$ cat config.mk
export PLATFORM = sky130hd
export DESIGN_NAME = input_conditioner
export DESIGN_NICKNAME = d
export VERILOG_FILES = /design/src/rtl/input_pkg.sv /design/src/rtl/debouncer.sv /design/src/rtl/input_conditioner.sv
export SDC_FILE = /design/constraint.sdc
export NUM_CORES = 1
export LEC_CHECK = 0
export ABC_CLOCK_PERIOD_IN_PS = 2600
export CORE_UTILIZATION = 35
export CTS_CLUSTER_DIAMETER = 50
export CTS_CLUSTER_SIZE = 8
export DETAILED_ROUTE_END_ITERATION = 6
export PLACE_DENSITY_LB_ADDON = 0.15
export SLEW_MARGIN = 20
export SYNTH_ARGS = -nofsm -noshare
export SYNTH_HDL_FRONTEND = slang
export SYNTH_SLANG_ARGS = --single-unit
export TNS_END_PERCENT = 1
$ cat constraint.sdc
create_clock -name clock -period 2.6 [get_ports clock]
set_input_delay 0.52 -clock clock [delete_from_list [all_inputs] [get_ports clock]]
set_output_delay 0.52 -clock clock [all_outputs]
set_load 0.005 [all_outputs]
$ cat src/rtl/input_pkg.sv
// ---------------------------------------------------------------------------
// input_pkg
//
// Purpose:
//   Shared definitions for the button input front end. These are the button
//   index constants, the button count and the button vector type. It also
//   provides a helper that sizes the debounce counter.
//
// Contents:
//   NUM_BTNS         number of board buttons (6)
//   NUM_REPEAT_BTNS  buttons eligible for auto-repeat (left/right/up/down)
//   BTN_*            bit positions inside a btn_vec_t
//   btn_vec_t        one bit per button
//   cnt_width()      counter width for a given cycle count, never below 1
// ---------------------------------------------------------------------------
package input_pkg;

  localparam int NUM_BTNS        = 6;
  localparam int NUM_REPEAT_BTNS = 4;

  localparam int BTN_LEFT  = 0;
  localparam int BTN_RIGHT = 1;
  localparam int BTN_UP    = 2;
  localparam int BTN_DOWN  = 3;
  localparam int BTN_CHOP  = 4;
  localparam int BTN_CARRY = 5;

  typedef logic [NUM_BTNS-1:0] btn_vec_t;

  // $clog2(1) is 0, which would give a zero-width counter, so clamp to 1 bit.
  function automatic int cnt_width(input int cycles);
    return (cycles > 1) ? $clog2(cycles) : 1;
  endfunction

endpackage

$ cat src/rtl/debouncer.sv
// ---------------------------------------------------------------------------
// debouncer
//
// Purpose:
//   Handles one raw button bit. The bit goes through a two-flop synchroniser.
//   It is accepted as a new level only after it has differed from the current
//   accepted level for DEBOUNCE_CYCLES consecutive clocks. Any single cycle
//   that agrees with the accepted level restarts the count.
//
// Parameters:
//   DEBOUNCE_CYCLES  consecutive differing clocks needed to accept a change
//
// Ports:
//   clock     system clock, rising edge
//   reset     synchronous, active-high; clears synchroniser, counter, level
//   raw_i     asynchronous raw button level
//   stable_o  accepted (debounced) level
//   rise_o    high in the cycle whose clock edge flips stable_o from 0 to 1
// ---------------------------------------------------------------------------
module debouncer
  import input_pkg::*;
#(
  parameter int DEBOUNCE_CYCLES = 650000
) (
  input  logic clock,
  input  logic reset,
  input  logic raw_i,
  output logic stable_o,
  output logic rise_o
);

  localparam int             CW       = cnt_width(DEBOUNCE_CYCLES);
  localparam logic [CW-1:0]  CNT_LAST = CW'(DEBOUNCE_CYCLES - 1);
  localparam logic [CW-1:0]  CNT_ONE  = CW'(1);

  logic          sync1_q;
  logic          sync2_q;
  logic          stable_q;
  logic          stable_d;
  logic [CW-1:0] cnt_q;
  logic [CW-1:0] cnt_d;

  // The counter only runs while the synchronised input disagrees with the
  // accepted level. Reaching the last count while it still disagrees flips
  // the level. Both a flip and an agreeing cycle leave the counter at zero.
  always_comb begin
    stable_d = stable_q;
    cnt_d    = '0;
    if (sync2_q != stable_q) begin
      if (cnt_q == CNT_LAST) begin
        stable_d = ~stable_q;
      end else begin
        cnt_d = cnt_q + CNT_ONE;
      end
    end
  end

  // The synchroniser pair, the counter and the accepted level all reset to
  // zero. A reset during debouncing therefore throws away the partial count,
  // and the input has to pass through the synchroniser again.
  always_ff @(posedge clock) begin
    if (reset) begin
      sync1_q  <= 1'b0;
      sync2_q  <= 1'b0;
      stable_q <= 1'b0;
      cnt_q    <= '0;
    end else begin
      sync1_q  <= raw_i;
      sync2_q  <= sync1_q;
      stable_q <= stable_d;
      cnt_q    <= cnt_d;
    end
  end

  // rise_o is reported in the same cycle as the edge that updates stable_q.
  // A frame tick in that cycle can then fold the press straight into its
  // update.
  assign rise_o   = stable_d & ~stable_q;
  assign stable_o = stable_q;

endmodule

$ cat src/rtl/input_conditioner.sv
// ---------------------------------------------------------------------------
// input_conditioner
//
// Purpose:
//   Input front end for the game logic. It debounces the six board buttons
//   and republishes them once per video frame, on the detected falling edge
//   of vsync. For each button it provides:
//     - a frame-stable debounced level
//     - a one-frame press flag
//   A press is flagged even when the whole tap happened between two ticks.
//
// Optional feature (macro INPUT_AUTO_REPEAT_EN):
//   When the macro is defined, holding a direction button (left/right/up/down)
//   produces repeated press flags:
//     - the first repeat comes REPEAT_DELAY frames after the press frame
//     - later repeats come every REPEAT_PERIOD frames
//   Chop and carry never repeat. Without the macro the repeat counters are not
//   built and the REPEAT_* parameters have no effect.
//
// Parameters:
//   DEBOUNCE_CYCLES  stable clocks needed to accept a button change
//   REPEAT_DELAY     frames held before the first repeat (<= 255)
//   REPEAT_PERIOD    frames between later repeats (1 <= PERIOD <= DELAY)
//
// Ports:
//   clock       system clock, rising edge
//   reset       synchronous, active-high
//   vsync       raw vsync, asynchronous
//   btn_raw     raw buttons: 0 left, 1 right, 2 up, 3 down, 4 chop, 5 carry
//   frame_tick  one-clock pulse per detected vsync falling edge
//   btn_level   debounced levels, updated on frame_tick
//   btn_press   press/repeat flags, held for one frame
// ---------------------------------------------------------------------------
module input_conditioner
  import input_pkg::*;
#(
  parameter int DEBOUNCE_CYCLES = 650000,
  parameter int REPEAT_DELAY    = 20,
  parameter int REPEAT_PERIOD   = 6
) (
  input  logic                clock,
  input  logic                reset,
  input  logic                vsync,
  input  logic [NUM_BTNS-1:0] btn_raw,
  output logic                frame_tick,
  output logic [NUM_BTNS-1:0] btn_level,
  output logic [NUM_BTNS-1:0] btn_press
);

  logic     vs1_q;
  logic     vs2_q;
  logic     vs3_q;
  logic     tick_s;

  btn_vec_t stable_s;
  btn_vec_t rise_s;
  btn_vec_t rep_fire_s;

  btn_vec_t pend_q;
  btn_vec_t pend_d;
  btn_vec_t level_q;
  btn_vec_t level_d;
  btn_vec_t press_q;
  btn_vec_t press_d;

  // vsync passes through two synchroniser flops. The third flop holds the
  // previous synchronised value for edge detection. All three reset low, so
  // the first rise of vsync after reset cannot look like a falling edge.
  always_ff @(posedge clock) begin
    if (reset) begin
      vs1_q <= 1'b0;
      vs2_q <= 1'b0;
      vs3_q <= 1'b0;
    end else begin
      vs1_q <= vsync;
      vs2_q <= vs1_q;
      vs3_q <= vs2_q;
    end
  end

  // Falling edge: the previous value was high and the current value is low.
  assign tick_s     = vs3_q & ~vs2_q;
  assign frame_tick = tick_s;

  // One debouncer per button, each with its own synchroniser and counter.
  for (genvar i = 0; i < NUM_BTNS; i++) begin : g_deb
    debouncer #(
      .DEBOUNCE_CYCLES(DEBOUNCE_CYCLES)
    ) u_deb (
      .clock   (clock),
      .reset   (reset),
      .raw_i   (btn_raw[i]),
      .stable_o(stable_s[i]),
      .rise_o  (rise_s[i])
    );
  end

`ifdef INPUT_AUTO_REPEAT_EN
  localparam logic [7:0] REP_DELAY  = 8'(REPEAT_DELAY);
  localparam logic [7:0] REP_RELOAD = 8'(REPEAT_DELAY - REPEAT_PERIOD);

  logic [7:0] rep_cnt_q [NUM_REPEAT_BTNS];
  logic [7:0] rep_cnt_d [NUM_REPEAT_BTNS];

  // Repeat counters only move on a frame tick.
  //   - Level held across the tick: the counter counts up.
  //   - Counter reaches REPEAT_DELAY: a repeat fires, and the counter reloads
  //     so that the next repeat comes REPEAT_PERIOD frames later.
  //   - New level low: the counter clears.
  //   - Press frame (old level low, new level high): the counter holds at 0.
  //     The press itself is flagged through the pending/rise path instead.
  always_comb begin
    rep_fire_s = '0;
    for (int i = 0; i < NUM_REPEAT_BTNS; i++) begin
      rep_cnt_d[i] = rep_cnt_q[i];
      if (tick_s) begin
        if (!stable_s[i]) begin
          rep_cnt_d[i] = '0;
        end else if (level_q[i]) begin
          if (rep_cnt_q[i] + 8'd1 == REP_DELAY) begin
            rep_fire_s[i] = 1'b1;
            rep_cnt_d[i]  = REP_RELOAD;
          end else begin
            rep_cnt_d[i] = rep_cnt_q[i] + 8'd1;
          end
        end
      end
    end
  end

  // Repeat counter state for the direction buttons only.
  always_ff @(posedge clock) begin
    if (reset) begin
      for (int i = 0; i < NUM_REPEAT_BTNS; i++) begin
        rep_cnt_q[i] <= '0;
      end
    end else begin
      for (int i = 0; i < NUM_REPEAT_BTNS; i++) begin
        rep_cnt_q[i] <= rep_cnt_d[i];
      end
    end
  end
`else
  assign rep_fire_s = '0;
`endif

  // Between ticks, pend collects every accepted rising edge, so a tap that
  // is over before the next tick is still reported. On a tick:
  //   - the current stable levels are published
  //   - the press flags are built from pend, a rise landing in this very
  //     cycle, and any repeat firing
  //   - pend clears
  // Outside ticks the published outputs hold their values.
  always_comb begin
    pend_d  = pend_q | rise_s;
    level_d = level_q;
    press_d = press_q;
    if (tick_s) begin
      level_d = stable_s;
      press_d = pend_q | rise_s | rep_fire_s;
      pend_d  = '0;
    end
  end

  // Published frame state and pending presses.
  always_ff @(posedge clock) begin
    if (reset) begin
      pend_q  <= '0;
      level_q <= '0;
      press_q <= '0;
    end else begin
      pend_q  <= pend_d;
      level_q <= level_d;
      press_q <= press_d;
    end
  end

  assign btn_level = level_q;
  assign btn_press = press_q;

endmodule

==> summary.md, run 1 <==
| Metric | Value |
|---|---|
| Crit path capture | `g_deb[3].u_deb.cnt_q[6]$_SDFF_PP0_` |
| Clock Latency Late Sink | `0.42 ns` |
| Setup Skew | `0.00622 ns` |
| First-pass iteration count of the detailed router | `6` |
| Final Non-Filler Cells | `1,065` |
| Max FO, Critical Path | `20` |
| Ranking of synthesized cells by area | `dfxtp_1, xnor2_1, nor2_1, a21oi_1, xor2_1` |
| Nets | `807` |
| I/O Buffers | `21` |
| Max cap viols | `0` |
| Largest net degree at the start of global routing | `21` |
| Vias in the first global route | `5,178` |
| Crit path launch type | `flop` |
| Vias per cell | `5.06` |
| Vias | `5,388` |
| Min-delay worst type | `primary input to flop` |
| Most used DFF post-synth | `dfxtp_1` |
| Clk sinks | `159` |
| Highest metal used | `met4` |
| Syn Std Cell Area | `0.00680 mm^2` |
| H-tree levels | `4` |
| Worst Max-Slew Pin Slew | `0.640 ns` |
| DR iter-0 viols | `208` |
| Crit-path max cell delay | `0.61 ns` |
| Top delay family on crit path | `simple AND/OR/NAND/NOR gates` |
| Mean Syn Cell Area | `8.83 um^2` |
| Yosys top cell by area | `dfxtp_1` |
| Post-route ant nets | `0` |
| RSZ-0062 raised after global routing | `false` |
| DRT met1 WL | `6450 um` |
| Ports | `22` |
| Inst Count DP | `1,033` |
| Hold Buf Count CTS | `0` |
| Fin. Hold Viols | `0` |
| Post-synthesis sequential area ratio | `46.8%` |
| Resize count post-CTS | `0` |
| Global-route wire length before repair | `24,100 um` |
| Worst IR Drop VDD | `0.448 mV` |
| Setup crit end kind | `flop` |
| CP Buf/Inv Count | `0` |
| DRC Markers | `0` |
| Final count of pins violating max slew | `0` |
| Critical Path Start | `g_deb[3].u_deb.cnt_q[5]$_SDFF_PP0_` |
| Asr flop ratio synth | `0%` |
| EDFF count, synth | `0` |
| Grt ovf | `0` |
| Initial antenna violation count | `0` |
| Top cells by count, synth | `dfxtp_1, nor2_1, xnor2_1` |
| Post-CTS Setup Inserts | `0` |
| Gate Count Post-Synth | `770` |
| Crit path cell chain | `or4b_1, nor4_2, a211o_1, nor2_1` |
| R2R Path Start | `g_deb[3].u_deb.cnt_q[5]$_SDFF_PP0_` |
| Num CTS Buffers | `17` |
| Slowest CP cell | `a211o_1` |
| Post-Route WL | `13,800 um` |
| Die H | `141 um` |
| Dpl hpwl | `9640 um` |
| Final instance area | `0.00796 mm^2` |
| PwrDens | `674 mW/mm^2` |
| Row Count | `50` |
| Clock transition at path regs | `0.06 ns` |
| Final setup fails | `0` |
| Net Count, Synth | `785` |
| Met2 WL post-DR | `6700 um` |
| Die X | `141 um` |
| Share of Yosys cell area claimed by the top area cell type | `46.8%` |
| Final period util | `82.8%` |
| Max clock buf depth | `2` |
| CP Depth | `4` |
| Critical path data arrival time | `2.44 ns` |
| R2r endpoint | `g_deb[3].u_deb.cnt_q[6]$_SDFF_PP0_` |
| Setup TNS | `0 ns` |
| Core box area | `0.0189 mm^2` |
| Critical path class | `flop to flop` |
| CTS tree | `done` |
| Met3 WL | `408 um` |
| Die area | `0.0200 mm^2` |
| Syn-to-layout area delta | `17.1%` |
| Post-layout min period | `2.15 ns` |
| Achievable frequency | `464 MHz` |
| Worst reg-to-reg path cell count | `4` |
| N_diodes | `0` |
| Drt wl/cell | `12.9 um` |
| R2R Setup Slk | `0.45 ns` |
| Ys Warns | `0` |
| Placed cell area | `0.00729 mm^2` |
| Critical Path RT | `2.88 ns` |
| Leakage | `0.00236 uW` |
| Global-route usage over all layers | `15.0%` |
| Status | `finished, final reports clean` |
| Initial Util | `36.0%` |
| Placer Congestion | `0.773` |
| Root buf cell | `clkbuf_16` |
| Synth cell types | `50` |
| Slew HR | `57.3%` |
| Synth Register Bits | `159` |
| Most frequent cell after synthesis | `dfxtp_1` |
| Fraction of layout cells with a size suffix above 1 | `7.83%` |
==> routing by layer <==
layer	track usage [%]	vias to the layer above
li1	-	2768
met1	17.9	2552
met2	25.7	55
met3	3.64	13
met4	6.41	0
met5	0	-
==> state kept, by name, summed over array words and instances (netlist names) <==
signal and flops:
vs1_q 1, g_deb.u_deb.cnt_q 120, vs2_q 1, pend_q 6, g_deb.u_deb.stable_o 6, btn_press 6, g_deb.u_deb.sync1_q 6, btn_level 6
g_deb.u_deb.sync2_q 6, vs3_q 1
==> worst min-delay path by stage <==
stage / start / cells after the start / to
after floorplan: g_deb[2].u_deb.cnt_q[0]$_SDFF_PP0_ / 1 / g_deb[2].u_deb.cnt_q[0]$_SDFF_PP0_
after global placement: g_deb[0].u_deb.sync1_q$_SDFF_PP0_ / 1 / g_deb[0].u_deb.sync2_q$_SDFF_PP0_
after detailed placement: g_deb[4].u_deb.sync1_q$_SDFF_PP0_ / 1 / g_deb[4].u_deb.sync2_q$_SDFF_PP0_
after CTS: reset / 2 / btn_level[3]$_SDFFE_PP0P_
after global routing: reset / 2 / btn_level[3]$_SDFFE_PP0P_
final: reset / 2 / btn_level[3]$_SDFFE_PP0P_
==> layout by cell type (no fill, tap or decap), types with 4 or more instances in the layout <==
cell type / instances
a211oi_1: 5
nor3_1: 8
xnor2_1: 51
nand4_1: 32
a41oi_1: 4
nand3_1: 38
xor2_1: 26
buf_4: 9
and4_1: 12
bufinv_16: 6
and3_1: 18
o21ai_0: 20
nand2_1: 43
clkbuf_16: 17
nand2b_1: 4
ha_1: 6
or4_1: 15
nor4b_1: 5
a21oi_1: 48
nor2b_1: 16
dfxtp_1: 159
inv_1: 28
nor4_1: 16
o31ai_1: 14
nand3_2: 4
clkdlybuf4s50_1: 20
or3_1: 20
and2_1: 5
nor2_1: 108
==> worst reg2reg max path: stages, from the launching register on <==
cell	delay, ns
dfxtp_1	0.36
or4b_1	0.55
nor4_2	0.39
a211o_1	0.61
nor2_1	0.11
==> kinds of logic (layout without fill, tap and decap cells) <==
kind of cell | after synthesis | count (layout) | synth area share [%]
AO/OA/AOI/OAI | 109 | 109 | 9.81
XOR/XNOR | 77 | 77 | 9.92
adder cells (fa/ha/maj) | 6 | 6 | 1.10
buffers and inverters | 56 | 91 | 3.20
flip-flops | 159 | 159 | 46.8
AND/OR/NAND/NOR | 363 | 363 | 29.1
==> per-stage QoR <==
stage / hold slack, ns / worst slack (ns) / util [%] / total power [uW]
4_1_cts: 0.399 / 0.432 / 42.1 / 5440
2_1_floorplan: 0.413 / 0.732 / - / 2560
3_3_place_gp: 0.420 / 0.514 / 38.6 / 2590
5_1_grt: 0.419 / 0.273 / 42.1 / 5570
3_5_place_dp: 0.423 / 0.450 / 38.6 / 2600
6_report: 0.410 / 0.447 / 42.1 / 5360
==> area by class of cell <==
| type | count | area, um^2 |
|---|---|---|
| sequential | 159 | 3180 |
| clock inverter | 11 | 210 |
| clock buffer | 21 | 460 |
| timing repair buffer | 30 | 273 |
| inverter | 29 | 109 |
| multi-input combinational | 555 | 3400 |
| fill | 1919 | 10900 |
| tap | 260 | 325 |
==> power by group <==
part | switching (uW) | internal, uW | total (uW)
sequential | 9.36 | 2450 | 2460
clock | 978 | 1850 | 2820
combinational | 42.3 | 34.5 | 76.8
Note: power is estimated with default switching activity, not from simulation.
==> inputs of run 2 (changes only) <==
--- a/config.mk
+++ b/config.mk
@@ -5,7 +5,7 @@
 export SDC_FILE = /design/constraint.sdc
 export NUM_CORES = 1
 export LEC_CHECK = 0
-export ABC_CLOCK_PERIOD_IN_PS = 2600
+export ABC_CLOCK_PERIOD_IN_PS = 2100
 export CORE_UTILIZATION = 35
 export CTS_CLUSTER_DIAMETER = 50
 export CTS_CLUSTER_SIZE = 8
==> constraint.sdc (replaced) <==
create_clock -name clock -period 2.1 [get_ports clock]
set_input_delay 0.42 -clock clock [delete_from_list [all_inputs] [get_ports clock]]
set_output_delay 0.42 -clock clock [all_outputs]
set_load 0.005 [all_outputs]
==> summary.md, run 2 (same netlist as run 1, synthesis figures left out) <==
| Metric | Value |
|---|---|
| Status | `finished, final reports clean` |
| I/O Buffers | `21 (unchanged)` |
| Post-CTS Setup Inserts | `0 (unchanged)` |
| Core box area | `0.0189 mm^2 (unchanged)` |
| Max clock buf depth | `2 (unchanged)` |
| Critical Path RT | `2.39 ns (-0.49 ns)` |
| Clock Latency Late Sink | `0.42 ns (about the same)` |
| Multi-input gate area | `0.00340 mm^2 (unchanged)` |
| Root buf cell | `clkbuf_16` |
| Slew HR | `58.2% (+0.83 points)` |
| CTS tree | `done` |
| DR iter-0 viols | `210 (+0.96%)` |
| Vias | `5,385 (-0.056%)` |
| Post-route ant nets | `0 (unchanged)` |
| Dpl ws | `0.194 ns (-0.255 ns)` |
| Max cap viols | `0 (unchanged)` |
| Setup TNS | `0 ns (unchanged)` |
| Fraction of layout cells with a size suffix above 1 | `8.74% (+0.92 points)` |
| Fin. Hold Viols | `0 (unchanged)` |
| Die X | `141 um (unchanged)` |
| Commonest non-fill, non-tap cell in the layout | `dfxtp_1` |
| Post-layout util | `42.2% (+0.093 points)` |
| Num CTS Buffers | `17 (unchanged)` |
| Grt ovf | `0 (unchanged)` |
| Commonest non-fill, non-tap cells in the layout | `dfxtp_1, nor2_1, xnor2_1` |
| Nets | `815 (+0.99%)` |
| Achievable frequency | `519 MHz (+12%)` |
| Crit path launch type | `flop` |
| Syn-to-layout area delta | `17.3%` |
| Final setup fails | `0 (unchanged)` |
| Min-delay worst type | `flop to flop` |
| Initial Util | `36.0% (unchanged)` |
| DRC Markers | `0 (unchanged)` |
| Largest net degree at the start of global routing | `24 (+14%)` |
| Register Area | `0.00318 mm^2 (unchanged)` |
| First-pass iteration count of the detailed router | `4 (-2)` |
| H-tree levels | `4 (unchanged)` |
| Die H | `141 um (unchanged)` |
| N_diodes | `0 (unchanged)` |
| Row Count | `50 (unchanged)` |
| Largest Register | `g_deb.u_deb.cnt_q` |
| Inst Count DP | `1,041 (+0.77%)` |
| Resize count post-CTS | `0 (unchanged)` |
| Placer Congestion | `0.815 (+5.4%)` |
| Max FO, Critical Path | `12 (-40%)` |
| Ports | `22 (unchanged)` |
| Hold_sp | `g_deb[2].u_deb.sync1_q$_SDFF_PP0_` |
| Global-route wire length before repair | `23,300 um (-3.2%)` |
| Final period util | `91.8% (+9.0 points)` |
| Initial antenna violation count | `0 (unchanged)` |
| Setup Skew | `0.00580 ns (-0.000417 ns)` |
| Critical path class | `flop to flop` |
| PwrDens | `792 mW/mm^2 (+17%)` |
| Global-route usage over all layers | `14.5% (-0.49 points)` |
| Vias in the first global route | `5,054 (-2.4%)` |
| Critical Path Start | `g_deb[4].u_deb.cnt_q[18]$_SDFF_PP0_` |
| Drt wl/cell | `12.8 um (-1.3%)` |
| Post-layout min period | `1.93 ns (-0.226 ns)` |
| RSZ-0062 raised after global routing | `false` |
| Die area | `0.0200 mm^2 (unchanged)` |
| Worst IR Drop VDD | `0.542 mV (+21%)` |
| Hold Buf Count CTS | `0 (unchanged)` |
| R2R Path Start | `g_deb[4].u_deb.cnt_q[18]$_SDFF_PP0_` |
| Dpl hpwl | `9650 um (+0.18%)` |
| Critical path data arrival time | `2.22 ns (-0.22 ns)` |
| Post-Route WL | `13,700 um (-0.66%)` |
| Setup WS post-layout | `0.173 ns (-0.274 ns)` |
| WHS | `0.437 ns (+0.0271 ns)` |
| Clock transition at path regs | `0.06 ns (about the same)` |
| Setup crit end kind | `flop` |
| Final Non-Filler Cells | `1,072 (+0.66%)` |
| Clk sinks | `159 (unchanged)` |
| Leakage | `0.00237 uW (+0.56%)` |
| Worst Max-Slew Pin Slew | `0.628 ns (-0.0125 ns)` |
| # fillers | `1,886 (-1.7%)` |
| Final count of pins violating max slew | `0 (unchanged)` |
| Vias per cell | `5.02 (-0.71%)` |
| Max reg flops | `120 (unchanged)` |
## run 2: worst max-delay path, stage by stage (launching register included)
cell and delay, ns:
dfxtp_1 0.33, or4b_2 0.71, nor4_4 0.32, a211o_1 0.20
buf_4 0.19, a21oi_1 0.05
## run 2: layout make-up
type / instances / share of cell area [%]
sequential: 159 / 39.9
multi-input combinational: 555 / 42.6
inverter: 29 / 1.36
clock buffer: 22 / 6.07
tap: 260 / 4.08
clock inverter: 9 / 1.65
timing repair buffer: 38 / 4.33
## run 2: path summary, 6_finish.rpt
| path | end | slack (ns) | depth (start not counted) |
|---|---|---|---|
| worst max register to register | g_deb[4].u_deb.cnt_q[16]$_SDFF_PP0_ | 0.17 | 5 |
| worst min register to register | g_deb[2].u_deb.sync2_q$_SDFF_PP0_ | 0.44 | 1 |
| worst min-delay path | g_deb[2].u_deb.sync2_q$_SDFF_PP0_ | 0.44 | 1 |
| worst max-delay path | g_deb[4].u_deb.cnt_q[16]$_SDFF_PP0_ | 0.17 | 5 |
## run 2: per-stage QoR
stage / power (uW) / area (um^2)
final: 6310 / 7980
after global routing: 6570 / 7980
after CTS: 6420 / 7980
after detailed placement: 3220 / 7360
after global placement: 3220 / 7360
after floorplan: 3170 / 6800
## run 2: where the power goes
part / internal, uW / switching [uW] / total, uW
combinational: 46.3 / 53.7 / 100
sequential: 3040 / 11.5 / 3050
clock: 1990 / 1180 / 3160
## run 2: layer usage
metal,GRT usage [%],vias up,part of all wire (%)
met2,24.9,65,48
met1,17.5,2523,48
met3,4.15,12,2.8
li1,-,2785,-
met5,0,-,0
met4,4.75,0,1.0
==> inputs of run 3 (changes only) <==
--- a/config.mk
+++ b/config.mk
@@ -6,12 +6,12 @@
 export NUM_CORES = 1
 export LEC_CHECK = 0
 export ABC_CLOCK_PERIOD_IN_PS = 2100
-export CORE_UTILIZATION = 35
+export CORE_UTILIZATION = 55
 export CTS_CLUSTER_DIAMETER = 50
 export CTS_CLUSTER_SIZE = 8
 export DETAILED_ROUTE_END_ITERATION = 6
 export PLACE_DENSITY_LB_ADDON = 0.15
-export SLEW_MARGIN = 20
+export SLEW_MARGIN = 15
 export SYNTH_ARGS = -nofsm -noshare
 export SYNTH_HDL_FRONTEND = slang
 export SYNTH_SLANG_ARGS = --single-unit
==> summary.md, run 3 (same netlist as run 1, synthesis figures left out) <==
| Metric | Value |
|---|---|
| Status | `finished, final reports clean` |
| PwrDens | `814 mW/mm^2 (+2.9%)` |
| Hold Crit Depth | `1 (unchanged)` |
| Placer Congestion | `0.808 (-0.85%)` |
| Leakage | `0.00238 uW (+0.35%)` |
| DRC Markers | `0 (unchanged)` |
| Max clock buf depth | `2 (unchanged)` |
| Final period util | `93.4% (+1.7 points)` |
| Fin. Hold Viols | `0 (unchanged)` |
| Register Area | `0.00318 mm^2 (unchanged)` |
| Hold_sp | `g_deb[3].u_deb.sync1_q$_SDFF_PP0_` |
| Multi-input gate area | `0.00340 mm^2 (unchanged)` |
| Initial antenna violation count | `0 (unchanged)` |
| Vias per cell | `5.69 (+13%)` |
| Root buf cell | `clkbuf_16` |
| Ports | `22 (unchanged)` |
| Crit path launch type | `flop` |
| Nets | `816 (+0.12%)` |
| Post-Route WL | `13,200 um (-3.4%)` |
| N_diodes | `0 (unchanged)` |
| Commonest non-fill, non-tap cells in the layout | `dfxtp_1, nor2_1, xnor2_1` |
| Worst reg-to-reg path cell count | `5 (unchanged)` |
| Worst Max-Slew Pin Slew | `0.617 ns (-0.0102 ns)` |
| Max reg flops | `120 (unchanged)` |
| Core box area | `0.0120 mm^2 (-36%)` |
| R2R Path Start | `g_deb[4].u_deb.cnt_q[18]$_SDFF_PP0_` |
| H-tree levels | `4 (unchanged)` |
| I/O Buffers | `21 (unchanged)` |
| CTS tree | `done` |
| Syn-to-layout area delta | `15.7%` |
| Max FO, Critical Path | `20 (+8)` |
| Hold Buf Count CTS | `0 (unchanged)` |
| Vias | `5,469 (+1.6%)` |
| Setup TNS | `0 ns (unchanged)` |
| Resize count post-CTS | `0 (unchanged)` |
| Die H | `113 um (-20%)` |
| Grt ovf | `0 (unchanged)` |
| DR iter-0 viols | `309 (+47%)` |
| R2R Setup Slk | `0.14 ns (-0.03 ns)` |
| Post-CTS Setup Inserts | `0 (unchanged)` |
| Critical path class | `flop to flop` |
| R2r endpoint | `g_deb[4].u_deb.cnt_q[3]$_SDFF_PP0_` |
| Num CTS Buffers | `17 (unchanged)` |
| Setup crit end kind | `flop` |
| Setup WS post-layout | `0.138 ns (-0.0350 ns)` |
| Setup Skew | `0.00806 ns (+0.00226 ns)` |
| Critical path data arrival time | `2.26 ns (+0.04 ns)` |
| Global-route usage over all layers | `22.1% (+7.6 points)` |
| Die area | `0.0128 mm^2 (-36%)` |
| Commonest non-fill, non-tap cell in the layout | `dfxtp_1` |
| Post-layout min period | `1.96 ns (+0.0350 ns)` |
| # fillers | `985 (-48%)` |
| Drt wl/cell | `13.7 um (+7.7%)` |
| Final instance area | `0.00787 mm^2 (-1.4%)` |
| Min-delay worst type | `flop to flop` |
| Worst IR Drop VDD | `0.679 mV (+25%)` |
| Die X | `113 um (-20%)` |
| Final count of pins violating max slew | `0 (unchanged)` |
| Critical Path RT | `2.40 ns (about the same)` |
| WHS Endpoint | `g_deb[3].u_deb.sync2_q$_SDFF_PP0_` |
| Final setup fails | `0 (unchanged)` |
| Clk sinks | `159 (unchanged)` |
| Largest net degree at the start of global routing | `41 (+71%)` |
| Inst Count DP | `929 (-11%)` |
| First-pass iteration count of the detailed router | `7 (+3)` |
| Placed cell area | `0.00723 mm^2 (-1.8%)` |
| Initial Util | `56.6% (+21 points)` |
| Vias in the first global route | `5,083 (+0.57%)` |
| Clock Latency Late Sink | `0.42 ns (about the same)` |
| Post-route ant nets | `0 (unchanged)` |
| Largest Register | `g_deb.u_deb.cnt_q` |
| Achievable frequency | `510 MHz (-1.8%)` |
| Dpl ws | `0.143 ns (-0.0510 ns)` |
| Fraction of layout cells with a size suffix above 1 | `8.97% (+0.22 points)` |
| Global-route wire length before repair | `23,000 um (-1.4%)` |
| Max cap viols | `0 (unchanged)` |
| Clock transition at path regs | `0.06 ns (about the same)` |
| RSZ-0062 raised after global routing | `false` |
| Row Count | `40 (-20%)` |
| Slew HR | `58.8% (+0.68 points)` |
| Final Non-Filler Cells | `961 (-10%)` |
| Dpl hpwl | `8990 um (-6.9%)` |
## run 3: cell count changes in the layout (fill, tap and decap cells not counted)
| cell | before | now |
|---|---|---|
| inv_8 | 0 | 1 |
| inv_6 | 1 | 2 |
| clkbuf_1 | 1 | 0 |
| clkbuf_8 | 4 | 0 |
| clkinv_4 | 0 | 3 |
| bufinv_16 | 3 | 4 |
| clkdlybuf4s50_1 | 20 | 21 |
| buf_2 | 1 | 0 |
| buf_4 | 16 | 17 |
| clkinv_2 | 2 | 1 |
| clkinvlp_4 | 3 | 4 |
## run 3: worst max path at each step
| stage | startpoint | cells past startpoint | to | slack (ns) |
|---|---|---|---|---|
| floorplan | g_deb[4].u_deb.cnt_q[0]$_SDFF_PP0_ | 6 | g_deb[4].u_deb.cnt_q[18]$_SDFF_PP0_ | 0.23 |
| global placement | reset | 4 | g_deb[2].u_deb.cnt_q[6]$_SDFF_PP0_ | 0.18 |
| detailed placement | reset | 4 | g_deb[2].u_deb.cnt_q[2]$_SDFF_PP0_ | 0.14 |
| CTS | g_deb[4].u_deb.cnt_q[18]$_SDFF_PP0_ | 5 | g_deb[4].u_deb.cnt_q[3]$_SDFF_PP0_ | 0.14 |
| global route | g_deb[2].u_deb.cnt_q[4]$_SDFF_PP0_ | 4 | g_deb[2].u_deb.cnt_q[2]$_SDFF_PP0_ | 0.04 |
| finish | g_deb[4].u_deb.cnt_q[18]$_SDFF_PP0_ | 5 | g_deb[4].u_deb.cnt_q[3]$_SDFF_PP0_ | 0.14 |
## run 3: layer usage
metal | routed length, um | GRT usage (%)
met1 | 6170 | 27.9
met2 | 6430 | 37.4
met3 | 469 | 5.84
met4 | 127 | 6.14
met5 | 0 | 0
## run 3: cell type report
cell class | count | area share (%)
multi-input combinational | 555 | 43.2
inverter | 29 | 1.38
tap | 147 | 2.34
clock inverter | 15 | 2.67
clock buffer | 17 | 5.41
timing repair buffer | 39 | 4.55
sequential | 159 | 40.5
## run 3: stage by stage
step                total power, uW  util [%]  hold slack (ns)
floorplan                      3170         -            0.413
CTS                            6470      65.5            0.445
global route                   6620      65.5            0.452
finish                         6410      65.5            0.440
detailed placement             3210      60.2            0.424
global placement               3210      60.2            0.420
## run 3: where the power goes
group	internal, uW	total, uW	switching (uW)	leakage, uW
Clock	2010	3260	1260	0.000298
Combinational	45.6	97.5	52.0	0.000797
Sequential	3040	3050	11.5	0.00128
## run 3: critical path, cell delays in order (launching register included)
cell and delay [ns]:
dfxtp_1 0.33, or4b_2 0.70, nor4_4 0.32, a211o_1 0.18, buf_4 0.23, nor2_1 0.08
